$ cat src/rtl/layer_sched_ctrl.sv
// Read-side schedule sequencer for the layered LDPC SISO row unit.
// Walks layers and addresses, inserts layer gaps, counts iterations, drains.
module layer_sched_ctrl #(
  parameter int ADDRWIDTH = 5,
  parameter int ADDRDEPTH = 20,
  parameter int LAYERS    = 2,
  parameter int GAPCYC    = 13,
  parameter int DRAINCYC  = 13,
  parameter int ITERBITS  = 5,
  parameter int MAXITER   = 10
) (
  input  logic                 clk,
  input  logic                 rst,
  input  logic                 start,
  input  logic                 early_stop,
  output logic                 rdlayer_regin,
  output logic [ADDRWIDTH-1:0] rdaddress_regin,
  output logic                 rden_LLR_regin,
  output logic                 rden_E,
  output logic                 busy,
  output logic                 done,
  output logic [ITERBITS-1:0]  iter_count
);

  localparam int GW = (GAPCYC > 1) ? $clog2(GAPCYC) : 1;
  localparam int DW = (DRAINCYC > 1) ? $clog2(DRAINCYC) : 1;

  typedef enum logic [2:0] {
    S_IDLE,
    S_ISSUE,
    S_GAP,
    S_DRAIN,
    S_DONE
  } state_t;

  state_t                state_q, state_d;
  logic                  layer_q, layer_d;
  logic [ADDRWIDTH-1:0]  addr_q, addr_d;
  logic [ITERBITS-1:0]   iter_q, iter_d;
  logic                  stop_q, stop_d;
  logic [GW-1:0]         gcnt_q, gcnt_d;
  logic [DW-1:0]         dcnt_q, dcnt_d;

  logic                  rdlayer_q, rdlayer_d;
  logic [ADDRWIDTH-1:0]  rdaddr_q, rdaddr_d;
  logic [ITERBITS-1:0]   iterout_q, iterout_d;
  logic                  rden_q, rden_d;
  logic                  rdene_q, rdene_d;
  logic                  busy_q, busy_d;
  logic                  done_q, done_d;

  logic last_addr, last_layer, stop_now, issue_d;

  assign last_addr  = addr_q == ADDRWIDTH'(ADDRDEPTH - 1);
  assign last_layer = layer_q == 1'(LAYERS - 1);
  assign stop_now   = (iter_q == ITERBITS'(MAXITER - 1))
                    || stop_q || early_stop;

  always_comb begin
    state_d = state_q;
    layer_d = layer_q;
    addr_d  = addr_q;
    iter_d  = iter_q;
    stop_d  = stop_q;
    gcnt_d  = gcnt_q;
    dcnt_d  = dcnt_q;
    unique case (state_q)
      S_IDLE: begin
        if (start) begin
          state_d = S_ISSUE;
          layer_d = 1'b0;
          addr_d  = '0;
          iter_d  = '0;
          stop_d  = 1'b0;
        end
      end
      S_ISSUE: begin
        stop_d = stop_q | early_stop;
        if (!last_addr) begin
          addr_d = addr_q + 1'b1;
        end else begin
          addr_d = '0;
          if (!last_layer || !stop_now) begin
            if (last_layer) begin
              layer_d = 1'b0;
              iter_d  = iter_q + 1'b1;
            end else begin
              layer_d = layer_q + 1'b1;
            end
            // zero gap keeps the stream contiguous across layers
            if (GAPCYC > 0) begin
              state_d = S_GAP;
              gcnt_d  = GW'(GAPCYC > 0 ? GAPCYC - 1 : 0);
            end
          end else if (DRAINCYC > 0) begin
            state_d = S_DRAIN;
            dcnt_d  = DW'(DRAINCYC > 0 ? DRAINCYC - 1 : 0);
          end else begin
            state_d = S_DONE;
          end
        end
      end
      S_GAP: begin
        stop_d = stop_q | early_stop;
        if (gcnt_q == '0) state_d = S_ISSUE;
        else              gcnt_d  = gcnt_q - 1'b1;
      end
      S_DRAIN: begin
        stop_d = stop_q | early_stop;
        if (dcnt_q == '0) state_d = S_DONE;
        else              dcnt_d  = dcnt_q - 1'b1;
      end
      S_DONE: state_d = S_IDLE;
      default: state_d = S_IDLE;
    endcase
  end

  always_comb begin
    issue_d   = state_d == S_ISSUE;
    rden_d    = issue_d;
    rdene_d   = issue_d && (iter_d != '0);
    busy_d    = (state_d == S_ISSUE) || (state_d == S_GAP)
             || (state_d == S_DRAIN);
    done_d    = state_d == S_DONE;
    rdlayer_d = issue_d ? layer_d : rdlayer_q;
    rdaddr_d  = issue_d ? addr_d  : rdaddr_q;
    iterout_d = issue_d ? iter_d  : iterout_q;
  end

  always_ff @(posedge clk) begin
    if (!rst) begin
      state_q   <= S_IDLE;
      layer_q   <= 1'b0;
      addr_q    <= '0;
      iter_q    <= '0;
      stop_q    <= 1'b0;
      gcnt_q    <= '0;
      dcnt_q    <= '0;
      rdlayer_q <= 1'b0;
      rdaddr_q  <= '0;
      iterout_q <= '0;
      rden_q    <= 1'b0;
      rdene_q   <= 1'b0;
      busy_q    <= 1'b0;
      done_q    <= 1'b0;
    end else begin
      state_q   <= state_d;
      layer_q   <= layer_d;
      addr_q    <= addr_d;
      iter_q    <= iter_d;
      stop_q    <= stop_d;
      gcnt_q    <= gcnt_d;
      dcnt_q    <= dcnt_d;
      rdlayer_q <= rdlayer_d;
      rdaddr_q  <= rdaddr_d;
      iterout_q <= iterout_d;
      rden_q    <= rden_d;
      rdene_q   <= rdene_d;
      busy_q    <= busy_d;
      done_q    <= done_d;
    end
  end

  assign rdlayer_regin   = rdlayer_q;
  assign rdaddress_regin = rdaddr_q;
  assign rden_LLR_regin  = rden_q;
  assign rden_E          = rdene_q;
  assign busy            = busy_q;
  assign done            = done_q;
  assign iter_count      = iterout_q;

endmodule
$ cat config.mk
export PLATFORM = sky130hd
export DESIGN_NAME = layer_sched_ctrl
export DESIGN_NICKNAME = d
export VERILOG_FILES = /design/src/rtl/layer_sched_ctrl.sv
export SDC_FILE = /design/constraint.sdc
export NUM_CORES = 1
export LEC_CHECK = 0
export ABC_AREA = 1
export BUFFER_PORTS_ARGS = -buffer_cell sky130_fd_sc_hd__buf_2
export CORE_ASPECT_RATIO = 2
export CORE_MARGIN = 4
export CORE_UTILIZATION = 30
export DETAILED_ROUTE_END_ITERATION = 10
export GPL_ROUTABILITY_DRIVEN = 1
export PLACE_DENSITY_LB_ADDON = 0.15
export RECOVER_POWER = 50
export SLEW_MARGIN = 0
export SYNTH_ARGS = -nofsm -noshare
export SYNTH_HDL_FRONTEND = slang
export SYNTH_SLANG_ARGS = --single-unit
$ cat constraint.sdc
create_clock -name clk -period 2.2 [get_ports clk]
set_clock_uncertainty 0.15 [all_clocks]
set_input_delay 0.11 -clock clk [delete_from_list [all_inputs] [get_ports clk]]
set_output_delay 0.11 -clock clk [all_outputs]
set_load 0.02 [all_outputs]
==> parameters.txt, run 1 <==
Parameter                              Value

Run status
  Status    completed

Worst setup path
  Sort of element at the start of the critical path    flip-flop
  Max Fanout on Critical Path    22
  Sequence of cells on the critical path    ha_1 -> nand2_1 -> nor2_4 -> nor2_4 -> inv_2 -> nand3b_4 -> nor2_1 -> nor2_1 -> o21ai_1 -> inv_1
  Launching point of the worst reg2reg path    addr_q[0]
  Crit path from    addr_q[0]
  Largest incremental delay on the critical path    0.36 ns
  Required @ worst endpoint    2.23 ns
  Master of the slowest instance on the critical path    sky130_fd_sc_hd__dfxtp_1
  CP arrival    1.95 ns
  Worst setup path category    flip-flop to flip-flop
  Crit path capture type    flip-flop

Clock tree
  H-tree level count    2
  Clock buffers created by TritonCTS    5
  Setup bufs post-CTS    0
  Clock Sinks    38
  Post_cts resized    0
  Insertion delay to the later sink of the worst-skew pair    0.28 ns
  CTS hold repair buffers    0
  Cell at the root of the clock tree    sky130_fd_sc_hd__clkbuf_16
  Clk buf depth    2
  TritonCTS clock tree    done
  Clock slew at the register clock pins of the worst setup and hold paths    0.06 ns

Drt
  Number of design-rule violations left by the first detailed-router iteration    24
  Detailed-router iteration count before antenna repair    4
  Final routed DRC violation total    0
  Post-DR vias/cell    4.67
  Final ANT Viol Nets    0
  WL/cell    12.6 um
  Total length of routed wires    4310 um
  Total number of vias    1,601

Power and ir drop
  Pwr dens    754 mW/mm^2
  Worst vdd rail ir drop    0.526 mV
  Static leakage power    0.905 nW

Final layout
  Most frequent cells in the layout    51 x sky130_fd_sc_hd__nand2_1, 38 x sky130_fd_sc_hd__inv_1, 38 x sky130_fd_sc_hd__dfxtp_1
  Final cell count without fillers    343
  N_diodes    0
  Most common cell after layout, fill and taps aside    sky130_fd_sc_hd__nand2_1
  Layout area overhead    14.2%
  Number of nets in the finished design    288
  Filler cell count    666
  Share of post-route cells with drive strength above 1    0.107

Placement
  Number of placed instances, taps included    335
  RD Place Congestion    0.810
  Number of port buffers    18
  HPWL reported at the end of detailed placement    3280 um

Global route
  First-pass GRT wire length    7510 um
  Gr ovfl total    0
  Maximum number of pins on one net before global-route repair    24
  Total routing resource utilization after global routing    0.127
  Via count of the first global-routing pass    1,674
  Number of antenna violations at the first check in global routing    0

Logic synthesis
  Syn Inst Count    258
  Fraction of synthesis flops using an asynchronous set or reset pin    0
  Number of enable flip-flop cells after synthesis    0
  Synth Register Bits    38
  Most used flip-flop cell after synthesis    sky130_fd_sc_hd__dfxtp_1
  Seq/Total Area, Yosys    0.410
  Yosys cell types    28
  Nets in the synthesized netlist    267
  Area of the mapped netlist    0.00186 mm^2
  Synthesized area per cell    7.19 um^2
  Number of synthesis warnings    0

Die
  Starting density of the core    0.309
  Floorplan die area    0.00758 mm^2
  Core footprint    0.00601 mm^2
  I/O pin cnt    19
  Die height    119 um
  Die width    63.6 um
  Number of rows created at floorplan    40

Timing
  Transition time at the pin with the least slew margin    0.801 ns
  Endpoints failing setup    0
  Relative slew slack    0.465
  Highest clock rate    519 MHz
  Final-layout setup total negative slack    0 ns
  Post-route fraction of the period consumed by the critical path    0.875
  Unrepaired setup endpoints after global routing    false
  Final hold vios    0
  Slew Viols, Final    0
  Min Tclk post-route    1.93 ns

Worst hold path
  Path category of the worst min-delay check    input port to flip-flop
  Startpoint of the most critical hold path    rst

Job
  MaxCap Viol Count    0
kinds of logic after synthesis:
family	Yosys count	share of synthesized area
AOI/OAI and AO/OA	41	0.121
xor gates and xnor gates	2	0.00944
adders and majority gates	5	0.0337
buffers and inverters	49	0.107
DFF	38	0.410
and+or+nand+nor	123	0.318
metal layers:
| metal | global-route usage | wire (um) | vias to the layer above |
|---|---|---|---|
| li1 | - | - | 859 |
| met1 | 0.124 | 1600 | 713 |
| met2 | 0.242 | 2460 | 21 |
| met3 | 0.0264 | 124 | 8 |
| met4 | 0.0650 | 112 | 0 |
| met5 | 0 | 0 | - |
power by group:
group | internal (W) | total (W) | switching [W] | leakage [nW]
clock | 0.000449 | 0.000729 | 0.000279 | 0.0739
sequential | 0.000714 | 0.000728 | 0.0000134 | 0.309
combinational | 0.0000387 | 0.000143 | 0.000104 | 0.522
cells in the mapped netlist, types with 4 or more instances:
master | number | share of area
sky130_fd_sc_hd__ha_1 | 5 | 0.034
sky130_fd_sc_hd__inv_1 | 38 | 0.077
sky130_fd_sc_hd__inv_2 | 6 | 0.012
sky130_fd_sc_hd__nand2_1 | 51 | 0.10
sky130_fd_sc_hd__o21ai_0 | 13 | 0.035
sky130_fd_sc_hd__nand3_1 | 16 | 0.043
sky130_fd_sc_hd__nor2_1 | 36 | 0.073
sky130_fd_sc_hd__o21ai_1 | 5 | 0.013
sky130_fd_sc_hd__a21oi_1 | 13 | 0.035
sky130_fd_sc_hd__dfxtp_1 | 38 | 0.41
sky130_fd_sc_hd__nor2_2 | 4 | 0.013
final timing paths:
kind | slack, ns | cells after the start | end
worst min register to register | 0.31 | 2 | stop_q
worst min-delay path | 0.04 | 2 | gcnt_q[2]
worst max-delay path | 0.27 | 10 | iter_count[2]
worst max register to register | 0.27 | 10 | iter_count[2]
state kept, by name, indices dropped and copies added, names as in the netlist, 3 cells and up:
register / flops
rdaddress_regin: 5
iter_count: 5
dcnt_q: 4
state_q: 3
gcnt_q: 4
iter_q: 5
addr_q: 5
through the flow:
step	area [um^2]	total power, W	hold slack, ns	util	setup slack, ns
2_1_floorplan	1860	0.000855	0.0984	-	0.542
3_3_place_gp	2000	0.000895	0.306	0.333	0.262
3_5_place_dp	2000	0.000895	0.304	0.333	0.254
4_1_cts	2150	0.00163	0.0496	0.357	0.239
5_1_grt	2120	0.00168	0.0644	0.353	0.0197
6_report	2120	0.00160	0.0436	0.353	0.275
final cells by class:
cell class,count,area (um^2),area share
Clock inverter,1,5.00,0.00236
Timing Repair Buffer,19,78.8,0.0372
Sequential cell,38,761,0.359
Clock buffer,7,143,0.0673
Multi-Input combinational cell,171,888,0.419
Inverter,44,165,0.0779
Tap cell,63,78.8,0.0372
worst max-delay path: cells and delay by family (launching register included):
kind	cells	cell delay, ns
and+or+nand+nor	6	0.83
buffers and inverters	2	0.12
AOI/OAI and AO/OA	1	0.13
adders and majority gates	1	0.24
DFF	1	0.36
(Power assumes the default switching activity.)
==> inputs of run 2 (changes only) <==
- clock period: 2.2 -> 2 ns (I/O delays scaled with it)
==> parameters.txt, run 2 (synthesis results as in run 1) <==
Parameter                              Value

Timing
  Final hold vios    0
  Slew Viols, Final    0
  Unrepaired setup endpoints after global routing    false
  Relative slew slack    0.461
  Smallest hold slack    0.0367 ns
  Final-layout setup total negative slack    0 ns
  Highest clock rate    557 MHz
  Transition time at the pin with the least slew margin    0.807 ns
  Post-route fraction of the period consumed by the critical path    0.897
  Min Tclk post-route    1.79 ns
  Endpoints failing setup    0

Final layout
  Share of post-route cells with drive strength above 1    0.149
  Filler cell count    686
  Layout Utilization    0.362
  Multi-input gate area in the final layout    928 um^2
  Layout area overhead    17.1%
  Post-route standard cell area excluding fillers    0.00217 mm^2
  N_diodes    0
  FF/Latch Area    766 um^2
  Most frequent cells in the layout    49 x sky130_fd_sc_hd__nand2_1, 38 x sky130_fd_sc_hd__inv_1, 36 x sky130_fd_sc_hd__nor2_1
  Number of nets in the finished design    290
  Most common cell after layout, fill and taps aside    sky130_fd_sc_hd__nand2_1

Clock tree
  H-tree level count    2
  Clock slew at the register clock pins of the worst setup and hold paths    0.06 ns
  Clock Sinks    38
  Clk buf depth    2
  Clock buffers created by TritonCTS    5
  Insertion delay to the later sink of the worst-skew pair    0.28 ns
  TritonCTS clock tree    done
  Cell at the root of the clock tree    sky130_fd_sc_hd__clkbuf_16

Power and ir drop
  Pwr dens    816 mW/mm^2
  Comb power frac    0.093
  Power consumption    0.00177 W
  Switching share of power    0.252
  Reported net switching power    0.000447 W
  Portion of total power attributed to the clock network    0.455
  Worst vdd rail ir drop    0.620 mV
  Sequential cell fraction of total power    0.453
  Static leakage power    0.918 nW
  Total internal power    0.00133 W

Drt
  Final ANT Viol Nets    0
  Total length of routed wires    4520 um
  Final routed DRC violation total    0
  WL/cell    13.1 um
  Total number of vias    1,635
  Post-DR vias/cell    4.74
  Detailed-router iteration count before antenna repair    4
  Number of design-rule violations left by the first detailed-router iteration    17

Die
  I/O pin cnt    19
  Starting density of the core    0.309
  Core footprint    0.00601 mm^2
  Number of rows created at floorplan    40
  Die height    119 um
  Die width    63.6 um
  Floorplan die area    0.00758 mm^2

Worst hold path
  Cell depth of the worst min-delay path    2
  Path category of the worst min-delay check    input port to flip-flop

Run status
  Status    completed

Global route
  First-pass GRT wire length    7650 um
  Gr ovfl total    0
  Number of antenna violations at the first check in global routing    0
  Via count of the first global-routing pass    1,703
  Total routing resource utilization after global routing    0.129
  Maximum number of pins on one net before global-route repair    24

Placement
  Placed Area    0.00200 mm^2
  HPWL reported at the end of detailed placement    3300 um
  Number of port buffers    18
  RD Place Congestion    0.810

Worst setup path
  Sort of element at the start of the critical path    flip-flop
  Max Fanout on Critical Path    11
  Crit path capture type    flip-flop
  CP arrival    1.82 ns
  Required @ worst endpoint    2.03 ns
  Reg2Reg Depth    9
  Worst setup path category    flip-flop to flip-flop

Job
  MaxCap Viol Count    0
-- run 2: through the flow --
stage	setup WS, ns	std cells
2_1_floorplan	0.342	258
3_3_place_gp	0.0620	335
3_5_place_dp	0.0537	335
4_1_cts	0.0389	343
5_1_grt	0.00955	345
6_report	0.206	345
-- run 2: critical path, stage by stage (launching register included) --
cell                       delay, ns
sky130_fd_sc_hd__dfxtp_1        0.30
sky130_fd_sc_hd__inv_2          0.12
sky130_fd_sc_hd__nand2_2        0.11
sky130_fd_sc_hd__nor2_2         0.15
sky130_fd_sc_hd__inv_1          0.09
sky130_fd_sc_hd__nor2_1         0.17
sky130_fd_sc_hd__nand3b_2       0.30
sky130_fd_sc_hd__inv_2          0.08
sky130_fd_sc_hd__o21ai_1        0.17
sky130_fd_sc_hd__inv_1          0.05
-- run 2: layout make-up --
class	instances	share of cell area
multi-input combinational	172	0.427
tap	63	0.0363
sequential	38	0.353
clock buffer	7	0.0657
inverter	44	0.0760
timing repair buffer	20	0.0397
clock inverter	1	0.00230
-- run 2: timing repair --
action / CTS / global route
hold endpoints to repair: 0 / 0
buffers inserted: 0 / 1
gates resized for setup: 0 / 10
hold buffers: 0 / 0
endpoints found under the setup margin: 0 / 17
-- run 2: power groups by stage --
| stage | clock network [W] | logic, W | registers, W |
|---|---|---|---|
| 6_report | 0.000806 | 0.000165 | 0.000802 |
| 5_1_grt | 0.000865 | 0.000186 | 0.000807 |
| 4_1_cts | 0.000823 | 0.000168 | 0.000800 |
| 3_5_place_dp | 0 | 0.000167 | 0.000817 |
| 3_3_place_gp | 0 | 0.000169 | 0.000816 |
| 2_1_floorplan | 0 | 0.0000963 | 0.000844 |
-- run 2: worst paths after layout --
kind	from	end	slack, ns
worst max register to register	state_q[2]	iter_count[2]	0.21
worst min-delay path	rst	gcnt_q[2]	0.04
worst min register to register	stop_q	stop_q	0.31
worst max-delay path	state_q[2]	iter_count[2]	0.21
-- run 2: metal layers --
metal  global-route usage  wire length (um)  up-vias
met2                0.245              2590       17
met5                    0                 0        -
met4               0.0650               100        0
met1                0.128              1720      747
li1                     -                 -      863
met3               0.0274               114        8
